### src/rtl/csa_ecm_reader_if.sv
// Bus bundle for the ECM reader: descriptor intake, packet-memory read port,
// and the TS output port toward the mux.
//
// Handshakes:
//   - ecm_addr_din_en is a one-cycle strobe. There is no back-pressure: a
//     descriptor offered while the FIFO is full is dropped and counted.
//   - mem_rd asks for one byte at mem_addr. mem_din carries that byte exactly
//     RD_LAT cycles later. The read port never stalls.
//   - ts_req stays high until ts_grant is sampled high. The packet then leaves
//     on consecutive cycles with ts_dout_en=1 and no gaps.
//     ts_sop marks byte 0 and ts_eop marks the last byte.
interface csa_ecm_reader_if;
    logic [35:0] ecm_addr_din;
    logic        ecm_addr_din_en;
    logic        mem_rd;
    logic [26:0] mem_addr;
    logic [7:0]  mem_din;
    logic        ts_req;
    logic        ts_grant;
    logic [7:0]  ts_dout;
    logic        ts_dout_en;
    logic        ts_sop;
    logic        ts_eop;
    logic        desc_err;
    logic        sync_err;
    logic [15:0] ovf_cnt;

    // Environment side: scheduler, packet memory and output mux.
    modport master (
        output ecm_addr_din, ecm_addr_din_en, mem_din, ts_grant,
        input  mem_rd, mem_addr, ts_req, ts_dout, ts_dout_en, ts_sop, ts_eop,
        input  desc_err, sync_err, ovf_cnt
    );

    // Reader side.
    modport slave (
        input  ecm_addr_din, ecm_addr_din_en, mem_din, ts_grant,
        output mem_rd, mem_addr, ts_req, ts_dout, ts_dout_en, ts_sop, ts_eop,
        output desc_err, sync_err, ovf_cnt
    );
endinterface

### src/rtl/csa_ecm_reader.sv
// ECM packet reader. Queues insertion descriptors and fetches each packet
// from memory into a local buffer. It checks the sync byte, patches the
// continuity counter, and then streams the packet to the TS mux.
module csa_ecm_reader #(
    parameter int FIFO_DEPTH = 4,
    parameter int RD_LAT     = 2,
    parameter int PKT_LEN    = 188
) (
    input  logic             clk,
    input  logic             rst_n,
    csa_ecm_reader_if.slave  bus,
    output logic [2:0]       dbg_state
);

    localparam int PTR_W = $clog2(FIFO_DEPTH);
    localparam int IDX_W = $clog2(PKT_LEN + 1);
    localparam logic [7:0]       SYNC_BYTE = 8'h47;
    localparam logic [IDX_W-1:0] LAST_IDX  = IDX_W'(PKT_LEN - 1);
    localparam logic [IDX_W-1:0] LEN_IDX   = IDX_W'(PKT_LEN);

    typedef enum logic [2:0] {IDLE, FETCH, CHECK, REQ, SEND} state_t;

    state_t state_q, state_d;

    // Each descriptor FIFO entry is {cc[3:0], base[26:0]}.
    // The marker and type fields are only needed at intake.
    logic [30:0]      fifo_mem [FIFO_DEPTH];
    logic [PTR_W:0]   wr_ptr, rd_ptr;
    logic             fifo_empty, fifo_full, desc_ok, push, pop;

    logic [3:0]       cc_q;
    logic [26:0]      base_q;
    logic [IDX_W-1:0] idx_q;      // read index in FETCH, transmit index in SEND
    logic [IDX_W-1:0] wr_idx_q;   // buffer capture index
    logic [RD_LAT-1:0] rd_pipe;   // tracks outstanding reads so data lands on time
    logic             cap_vld;
    logic [7:0]       pkt_buf [PKT_LEN];

    assign fifo_empty = (wr_ptr == rd_ptr);
    assign fifo_full  = (wr_ptr[PTR_W] != rd_ptr[PTR_W]) &&
                        (wr_ptr[PTR_W-1:0] == rd_ptr[PTR_W-1:0]);
    assign desc_ok    = bus.ecm_addr_din[31] && (bus.ecm_addr_din[30:27] == 4'b0010);
    assign push       = bus.ecm_addr_din_en && desc_ok && !fifo_full;
    assign cap_vld    = rd_pipe[RD_LAT-1];
    assign dbg_state  = state_q;

    // Descriptor storage; only the pointers need a reset.
    always_ff @(posedge clk) begin
        if (push) fifo_mem[wr_ptr[PTR_W-1:0]] <= {bus.ecm_addr_din[35:32], bus.ecm_addr_din[26:0]};
    end

    // FIFO pointers: a push and a pop may happen in the same cycle.
    always_ff @(posedge clk or negedge rst_n) begin
        if (!rst_n) begin
            wr_ptr <= '0;
            rd_ptr <= '0;
        end else begin
            if (push) wr_ptr <= wr_ptr + 1'b1;
            if (pop)  rd_ptr <= rd_ptr + 1'b1;
        end
    end

    // Intake error reporting: malformed pulse and saturating overflow count.
    always_ff @(posedge clk or negedge rst_n) begin
        if (!rst_n) begin
            bus.desc_err <= 1'b0;
            bus.ovf_cnt  <= '0;
        end else begin
            bus.desc_err <= bus.ecm_addr_din_en && !desc_ok;
            if (bus.ecm_addr_din_en && desc_ok && fifo_full && (bus.ovf_cnt != 16'hFFFF))
                bus.ovf_cnt <= bus.ovf_cnt + 16'd1;
        end
    end

    // FSM state register.
    always_ff @(posedge clk or negedge rst_n) begin
        if (!rst_n) state_q <= IDLE;
        else        state_q <= state_d;
    end

    // Next state and all FSM-driven outputs.
    always_comb begin
        state_d        = state_q;
        pop            = 1'b0;
        bus.mem_rd     = 1'b0;
        bus.mem_addr   = '0;
        bus.ts_req     = 1'b0;
        bus.ts_dout_en = 1'b0;
        bus.ts_dout    = '0;
        bus.ts_sop     = 1'b0;
        bus.ts_eop     = 1'b0;
        bus.sync_err   = 1'b0;
        case (state_q)
            IDLE: begin
                if (!fifo_empty) begin
                    pop     = 1'b1;
                    state_d = FETCH;
                end
            end
            FETCH: begin
                if (idx_q != LEN_IDX) begin
                    bus.mem_rd   = 1'b1;
                    bus.mem_addr = base_q + 27'(idx_q);
                end
                if (cap_vld && (wr_idx_q == LAST_IDX)) state_d = CHECK;
            end
            CHECK: begin
                if (pkt_buf[0] == SYNC_BYTE) begin
                    state_d = REQ;
                end else begin
                    bus.sync_err = 1'b1;
                    state_d      = IDLE;
                end
            end
            REQ: begin
                bus.ts_req = 1'b1;
                if (bus.ts_grant) state_d = SEND;
            end
            SEND: begin
                bus.ts_dout_en = 1'b1;
                bus.ts_dout    = pkt_buf[idx_q];
                bus.ts_sop     = (idx_q == '0);
                if (idx_q == LAST_IDX) begin
                    bus.ts_eop = 1'b1;
                    state_d    = IDLE;
                end
            end
            default: state_d = IDLE;
        endcase
    end

    // Per-packet bookkeeping: descriptor latch, indices and read-latency pipe.
    always_ff @(posedge clk or negedge rst_n) begin
        if (!rst_n) begin
            cc_q     <= '0;
            base_q   <= '0;
            idx_q    <= '0;
            wr_idx_q <= '0;
            rd_pipe  <= '0;
        end else begin
            rd_pipe[0] <= bus.mem_rd;
            for (int i = 1; i < RD_LAT; i++) rd_pipe[i] <= rd_pipe[i-1];
            case (state_q)
                IDLE: begin
                    if (pop) begin
                        cc_q     <= fifo_mem[rd_ptr[PTR_W-1:0]][30:27];
                        base_q   <= fifo_mem[rd_ptr[PTR_W-1:0]][26:0];
                        idx_q    <= '0;
                        wr_idx_q <= '0;
                    end
                end
                FETCH: begin
                    if (bus.mem_rd) idx_q    <= idx_q + IDX_W'(1);
                    if (cap_vld)    wr_idx_q <= wr_idx_q + IDX_W'(1);
                end
                CHECK:   idx_q <= '0;
                SEND:    idx_q <= idx_q + IDX_W'(1);
                default: ;
            endcase
        end
    end

    // Packet buffer: capture returning bytes, then patch the CC nibble of byte 3.
    always_ff @(posedge clk) begin
        if (cap_vld)
            pkt_buf[wr_idx_q] <= bus.mem_din;
        else if ((state_q == CHECK) && (pkt_buf[0] == SYNC_BYTE))
            pkt_buf[3] <= {pkt_buf[3][7:4], cc_q};
    end

endmodule

### src/flat_wrapper.sv
// flat-port wrapper written by rule: the top's interface ports become plain ports
module csa_ecm_reader_flat 
#(
    parameter int FIFO_DEPTH = 4,
    parameter int RD_LAT     = 2,
    parameter int PKT_LEN    = 188
)
  (clk, rst_n, dbg_state, bus_ecm_addr_din, bus_ecm_addr_din_en, bus_mem_din, bus_ts_grant, bus_mem_rd, bus_mem_addr, bus_ts_req, bus_ts_dout, bus_ts_dout_en, bus_ts_sop, bus_ts_eop, bus_desc_err, bus_sync_err, bus_ovf_cnt);
  csa_ecm_reader_if bus_i ();
  input  logic clk;
  input  logic rst_n;
  output logic [2:0] dbg_state;
  input wire logic [$bits(bus_i.ecm_addr_din)-1:0] bus_ecm_addr_din;
  input wire logic [$bits(bus_i.ecm_addr_din_en)-1:0] bus_ecm_addr_din_en;
  input wire logic [$bits(bus_i.mem_din)-1:0] bus_mem_din;
  input wire logic [$bits(bus_i.ts_grant)-1:0] bus_ts_grant;
  output wire logic [$bits(bus_i.mem_rd)-1:0] bus_mem_rd;
  output wire logic [$bits(bus_i.mem_addr)-1:0] bus_mem_addr;
  output wire logic [$bits(bus_i.ts_req)-1:0] bus_ts_req;
  output wire logic [$bits(bus_i.ts_dout)-1:0] bus_ts_dout;
  output wire logic [$bits(bus_i.ts_dout_en)-1:0] bus_ts_dout_en;
  output wire logic [$bits(bus_i.ts_sop)-1:0] bus_ts_sop;
  output wire logic [$bits(bus_i.ts_eop)-1:0] bus_ts_eop;
  output wire logic [$bits(bus_i.desc_err)-1:0] bus_desc_err;
  output wire logic [$bits(bus_i.sync_err)-1:0] bus_sync_err;
  output wire logic [$bits(bus_i.ovf_cnt)-1:0] bus_ovf_cnt;
  assign bus_i.ecm_addr_din = bus_ecm_addr_din;
  assign bus_i.ecm_addr_din_en = bus_ecm_addr_din_en;
  assign bus_i.mem_din = bus_mem_din;
  assign bus_i.ts_grant = bus_ts_grant;
  assign bus_mem_rd = bus_i.mem_rd;
  assign bus_mem_addr = bus_i.mem_addr;
  assign bus_ts_req = bus_i.ts_req;
  assign bus_ts_dout = bus_i.ts_dout;
  assign bus_ts_dout_en = bus_i.ts_dout_en;
  assign bus_ts_sop = bus_i.ts_sop;
  assign bus_ts_eop = bus_i.ts_eop;
  assign bus_desc_err = bus_i.desc_err;
  assign bus_sync_err = bus_i.sync_err;
  assign bus_ovf_cnt = bus_i.ovf_cnt;
  csa_ecm_reader #(.FIFO_DEPTH(FIFO_DEPTH), .RD_LAT(RD_LAT), .PKT_LEN(PKT_LEN)) u_core (.clk(clk), .rst_n(rst_n), .bus(bus_i), .dbg_state(dbg_state));
endmodule
### config.mk
export PLATFORM = sky130hd
export DESIGN_NAME = csa_ecm_reader_flat
export DESIGN_NICKNAME = d
export VERILOG_FILES = /design/src/rtl/csa_ecm_reader_if.sv /design/src/rtl/csa_ecm_reader.sv /design/src/flat_wrapper.sv
export SDC_FILE = /design/constraint.sdc
export NUM_CORES = 2
export LEC_CHECK = 0
export BUFFER_PORTS_ARGS = -buffer_cell sky130_fd_sc_hd__buf_2
export CORE_MARGIN = 4
export CORE_UTILIZATION = 60
export CTS_CLUSTER_DIAMETER = 120
export DETAILED_ROUTE_END_ITERATION = 8
export PLACE_DENSITY = 0.75
export SYNTH_ARGS = -nofsm -noshare
export SYNTH_HDL_FRONTEND = slang
export SYNTH_SLANG_ARGS = --single-unit
### constraint.sdc
create_clock -name clk -period 4.9 [get_ports clk]
set_input_delay 0.49 -clock clk [delete_from_list [all_inputs] [get_ports clk]]
set_output_delay 0.49 -clock clk [all_outputs]
set_load 0.1 [all_outputs]
# Word level (Yosys, flattened, before mapping)
# Memories as Yosys holds them, arrays and structs flattened. A register that Yosys moved wholly into a read port is not among the register bits.
# Cells that the tools add are included.
# classes
add_sub_neg	6
multipliers	0
n_div	0
order_cmp	0
eq_ne	21
shift	0
n_mux	35
bitwise_logic	0
n_reduce_logical	22
# op_table
cell	count
$mux 27	2
$mux 8	6
$pmux 8 s4	1
$add 27x8->27	1
$mux 1	18
$add 16x1->16 const B	1
$add 8x1->8 const B	2
$eq 8x8->1 const B	2
$ne 16x16->1 const B	1
$pmux 8 s2	1
$pmux 3 s5	1
$mux 3	4
$ne 2x1->1 const B	5
$logic_and 1x1->1	9
$eq 8x7->1 const B	1
$logic_not 8->1	1
$ne 8x8->1 const B	1
$reduce_or 8->1	1
$add 3x1->3 const B	2
$eq 3x2->1 const B	2
$reduce_and 3->1	2
$eq 4x2->1 const B	1
$mux 2	2
$ne 2x2->1 const B	2
other kinds (12)	15
# totals
reg_bits	44
latchBits	0
ramBits	1628
rom_bits	0
inputBits	48
output_inout_bits	61
elab_cells	94
mem_count	2
# memory_table
name	depth	word_bits	read_ports	rd_clocked_by_memory_dff	write_ports	line_no	text
u_core.pkt_buf	188	8	2	0	1	csa_ecm_reader.sv:37	logic [7:0] pkt_buf [PKT_LEN];
u_core.fifo_mem	4	31	1	1	1	csa_ecm_reader.sv:27	logic [30:0] fifo_mem [FIFO_DEPTH];

# Depth between registers and ports, before layout
# An unclocked memory read counts as a cell.
# logic_depth
depth_word	9
depth_mapped	14
mapped_depth_nobuf	9

# Least setup slack after synthesis
# OpenSTA, ideal clock, no wires.
# synth_path
path_type	register -> output
startpoint	register u_core.idx_q[0]
endpoint	output bus_mem_addr[8]
t_arrival_ns	4.291
required_time_ns	4.410
path_slack_ns	0.119
path_stages_with_launch	10
n_path_buf	1
path_cell_list	dfrtp_1 -> ha_1 -> fa_1 -> a21o_1 -> a21oi_1 -> o21ai_0 -> a2111o_1 -> clkbuf_1 -> and3_1 -> nor3_1
# synth_between
elab_chain_len	3
# synth_rtl
item	line_no	text
from (decl)	csa_ecm_reader.sv:33	logic [IDX_W-1:0] idx_q;
from (signal assigned)	csa_ecm_reader.sv:153	if (bus.mem_rd) idx_q <= idx_q + IDX_W'(1);
from (signal assigned)	csa_ecm_reader.sv:157	SEND: idx_q <= idx_q + IDX_W'(1);
$add 27x8->27 or $ne 8x8->1 (tied branches)	csa_ecm_reader.sv:103, csa_ecm_reader.sv:101	
$mux 27 (*)	csa_ecm_reader.sv:101	if (idx_q != LEN_IDX) begin
$mux 27 (*)	csa_ecm_reader.sv:93	case (state_q)
to (decl)	flat_wrapper.sv:18	output wire logic [$bits(bus_i.mem_addr)-1:0] bus_mem_addr;
# Mark *: on every way between the ends. The rest lies on a longest branch, timed or not.

# Worst setup path in the final report
# layout_path
startpoint	register u_core.idx_q[0]
endpoint	output bus_ts_dout[2]
# layout_between
elab_chain_len	2
# layout_rtl
item	line_no	text
$mem_v2 188x8	--	
$mux 8	csa_ecm_reader.sv:93	
to (decl)	flat_wrapper.sv:20	output wire logic [$bits(bus_i.ts_dout)-1:0] bus_ts_dout;
# Every way passes these cells.

==> summary.md <==
| Metric | Value |
|---|---|
| Share of flip-flops with an asynchronous set or reset | about 4.4% |
| Final Skew | around 0.033 ns |
| H-tree depth reported by CTS | 4 |
| Vias in the first global route | 36000 |
| Synth Register Bits | around 1700 |
| 1st-pass router iterations | 6 |
| Synth Net Count | approximately 3500 |
| Outcome | finished clean |
| Pins Over Slew Limit | 0 |
| DP Area | 0.0702 mm² |
| Worst min path class | input pin to register |
| WP data required | approximately 4.4 ns |
| CP Max Fanout | 15 |
| Final Total Pwr | between 20 and 30 mW |
| Die area | between 0.1 and 0.15 mm² |
| Cell area power density | ~380 mW/mm² |
| Global route total overflow | 0 |
| Largest net degree at the start of global routing | around 110 |
| Clk_lat worst skew | between 0.7 and 0.8 ns |
| Share of the synthesized area in the top cell type | 72.5% |
| FP Rows | roughly 120 |
| Least-Margin Pin Slew | between 1 and 1.5 ns |
| Synth Cell Area | a little under 0.07 mm² |
| Global-route wire length before repair | approximately 240000 µm |
| Nets | 3677 |
| Via count | roughly 35000 |
| Initial antenna violation count | 1 |
| Wirelength per Cell | 31.1 µm |
| Die W | around 340 µm |
| Root buffer cell | clkbuf_16 |
| Worst-path clk slew | 0.06 ns |
| Hold slack final | 0.251 ns |
| Max Fclk | 0.206 GHz |
| Post-Synthesis Cells | ~3400 |
| Port buffer count | about 110 |
| Design area | between 0.07 and 0.08 mm² |
| Max-slew headroom | 21.7% |
| Worst setup SP type | register |
| Longest Clk Path Bufs | 3 |
| Distinct cells, synth | 53 |
| Crit-path slowest cell | dfrtp_4 |
| Core area | around 0.11 mm² |
| Fin crit share | just under 100% |
| CTS tree | built |
| IO Count | about 110 |
| # setup viols final | 0 |
| Gr usage total | between 20% and 30% |
| Arrival time at the worst endpoint | around 4.4 ns |
| Critical Path Max Stage Delay | ~0.53 ns |
| Register area | about 0.05 mm² |
| # fillers | 6611 |
| Setup Crit Path Kind | register to output port |
| Vias per std cell | about 6.7 |
| Max-cap check violation count | 0 |
| Synth warn | 0 |
| Initial core utilization | 60.7% |
| Cell Chain, Critical Path | buf_8 > buf_12 > mux4_2 > a22o_1 > a221oi_1 > o22ai_1 > o21ai_2 > o21ai_1 > o211a_1 > buf_2 |
| Die Height | between 300 and 400 µm |
| Post-route setup TNS | 0 ns |
| Seq/Total Area, Yosys | roughly three quarters |
| Fraction of layout cells with a size suffix above 1 | about a quarter |
| CTS Sinks | 1703 |
| Post-synth top flop | edfxtp_1 |
| Syn-to-layout area delta | 13.1% |
| Number of flops mapped to enable cells by yosys | around 1600 |
| Minimum clock period | 4.86 ns |
| Hpwl dp | about 93000 µm |
| DRC | 0 |
| CTS Buf Count | approximately 160 |
| Diodes inserted | 0 |
| Routed WL | approximately 160000 µm |
| Post-Syn Area per Cell | roughly 20 µm² |
| Pleak | roughly 25 nW |
| Largest area contributor in the netlist | edfxtp_1 |
| Multi-input gate area | roughly 0.016 mm² |
| Gpl congestion | around 0.87 |
| Final hold violations | 0 |
| Starting DRT DRC Count | approximately 4700 |
| ANT nets after route | 0 |
| Worst vdd ir | 0.358 mV |
| Crit. End Element | output port |
| Synth top area cells | edfxtp_1 (72%), mux4_2 (14%), dfrtp_1 (2.8%), nor2_1 (2.4%), clkbuf_1 (0.90%) |
## final timing paths
path / startpoint / endpoint / cells after the start / slack, ns
min: bus_ts_grant / u_core.dbg_state[2] / 5 / 0.25
min reg2reg: u_core.rd_pipe[0] / u_core.rd_pipe[1] / 0 / 0.35
max in group asynchronous: rst_n / u_core.idx_q[1] / 2 / 3.64
min in group asynchronous: rst_n / u_core.base_q[19] / 2 / 0.48
max: u_core.idx_q[0] / bus_ts_dout[2] / 10 / 0.04
max reg2reg: u_core.idx_q[3] / u_core.idx_q[4] / 9 / 1.14
## layout by cell type (no fill, tap or decap), drive strengths merged, types with 4 or more instances in the layout
cell type / n
a21oi: 36
a221oi: 43
a22o: 43
a22oi: 56
a31oi: 5
and2: 18
and3: 14
and4: 4
buf: 223
bufinv: 15
clkbuf: 214
clkinv: 61
clkinvlp: 7
dfrtp: 75
dlygate4sd3: 34
edfxtp: 1628
ha: 17
inv: 21
mux2: 33
mux2i: 12
mux4: 431
nand2: 78
nand2b: 4
nand3: 24
nand4: 19
nor2: 432
nor2b: 17
nor3: 19
nor3b: 4
o211a: 7
o211ai: 4
o21ai: 44
o22ai: 22
o31ai: 4
or4: 5
xnor2: 18
xor2: 27
## registers in the layout (all words and copies together) (netlist names)
name	flops
u_core.base_q	27
u_core.bus.desc_err	1
u_core.bus.ovf_cnt	16
u_core.cc_q	4
u_core.dbg_state	3
u_core.fifo_mem	124
u_core.idx_q	8
u_core.pkt_buf	1504
u_core.rd_pipe	2
u_core.rd_ptr	3
u_core.wr_idx_q	8
u_core.wr_ptr	3
## layout make-up
class	count	area share (%)
Multi-Input combinational cell	1464	20.7
Clock inverter	91	1.16
Clock buffer	207	5.77
Tap cell	1488	2.44
Sequential cell	1703	66.5
Timing Repair Buffer	265	3.38
Inverter	13	0.0639
## metrics by stage
stage / utilization (%) / setup WS (ns) / instances
global placement: 63.2 / 0.136 / 4884
detailed placement: 63.2 / 0.0359 / 4884
finish: 68.7 / 0.0419 / 5231
global route: 68.7 / -0.0170 / 5231
floorplan: - / 0.119 / 3412
CTS: 68.5 / -0.0683 / 5226
## where the power goes
| group | switching [mW] | internal, mW |
|---|---|---|
| Sequential | 0.0167 | 16.0 |
| Clock | 5.32 | 7.17 |
| Combinational | 0.282 | 0.0802 |
## critical path, delay by kind of cell (launching register included)
family	cells	cell delay [ns]
AOI/OAI and AO/OA	6	1.70
buffers and inverters	3	0.82
DFF	1	0.53
muxes	1	0.51
## kinds of logic (layout without fill, tap and decap cells)
kind of cell / after synthesis / count (layout) / synth area share, %
compound gates: 277 / 277 / 2.93
xor+xnor: 45 / 45 / 0.584
fa+ha+maj: 18 / 18 / 0.345
buf+inv: 245 / 576 / 1.68
flops: 1703 / 1703 / 75.2
mux: 476 / 476 / 15.1
simple gates: 648 / 648 / 4.10
## per-layer routing
layer / vias up / wire (µm) / track usage [%]
met4: 2 / 6460 / 10.3
met1: 18300 / 58800 / 38.5
li1: 14300 / - / -
met5: - / 12 / 0
met3: 393 / 16000 / 5.22
met2: 2340 / 81200 / 45.4
## synthesized netlist by cell type, types with 27 or more instances
master and instances:
dfrtp_1 75, xor2_1 27, a22oi_1 56, a221oi_1 43
a21oi_1 36, nand2_1 78, nor2_1 432, o21ai_0 39
a22o_1 43, mux4_2 431, clkbuf_1 161, mux2_2 33
edfxtp_1 1628
## repair_timing
action | CTS | global route
endpoints found under the setup margin | 14 | 21
gates cloned | 1 | 5
gates resized for setup | 24 | 32
buffers inserted | 9 | 0
hold endpoints to repair | 200 | 0
hold buffers | 34 | 0
pin swaps | 0 | 2
Power figures use the tool's default switching activity.
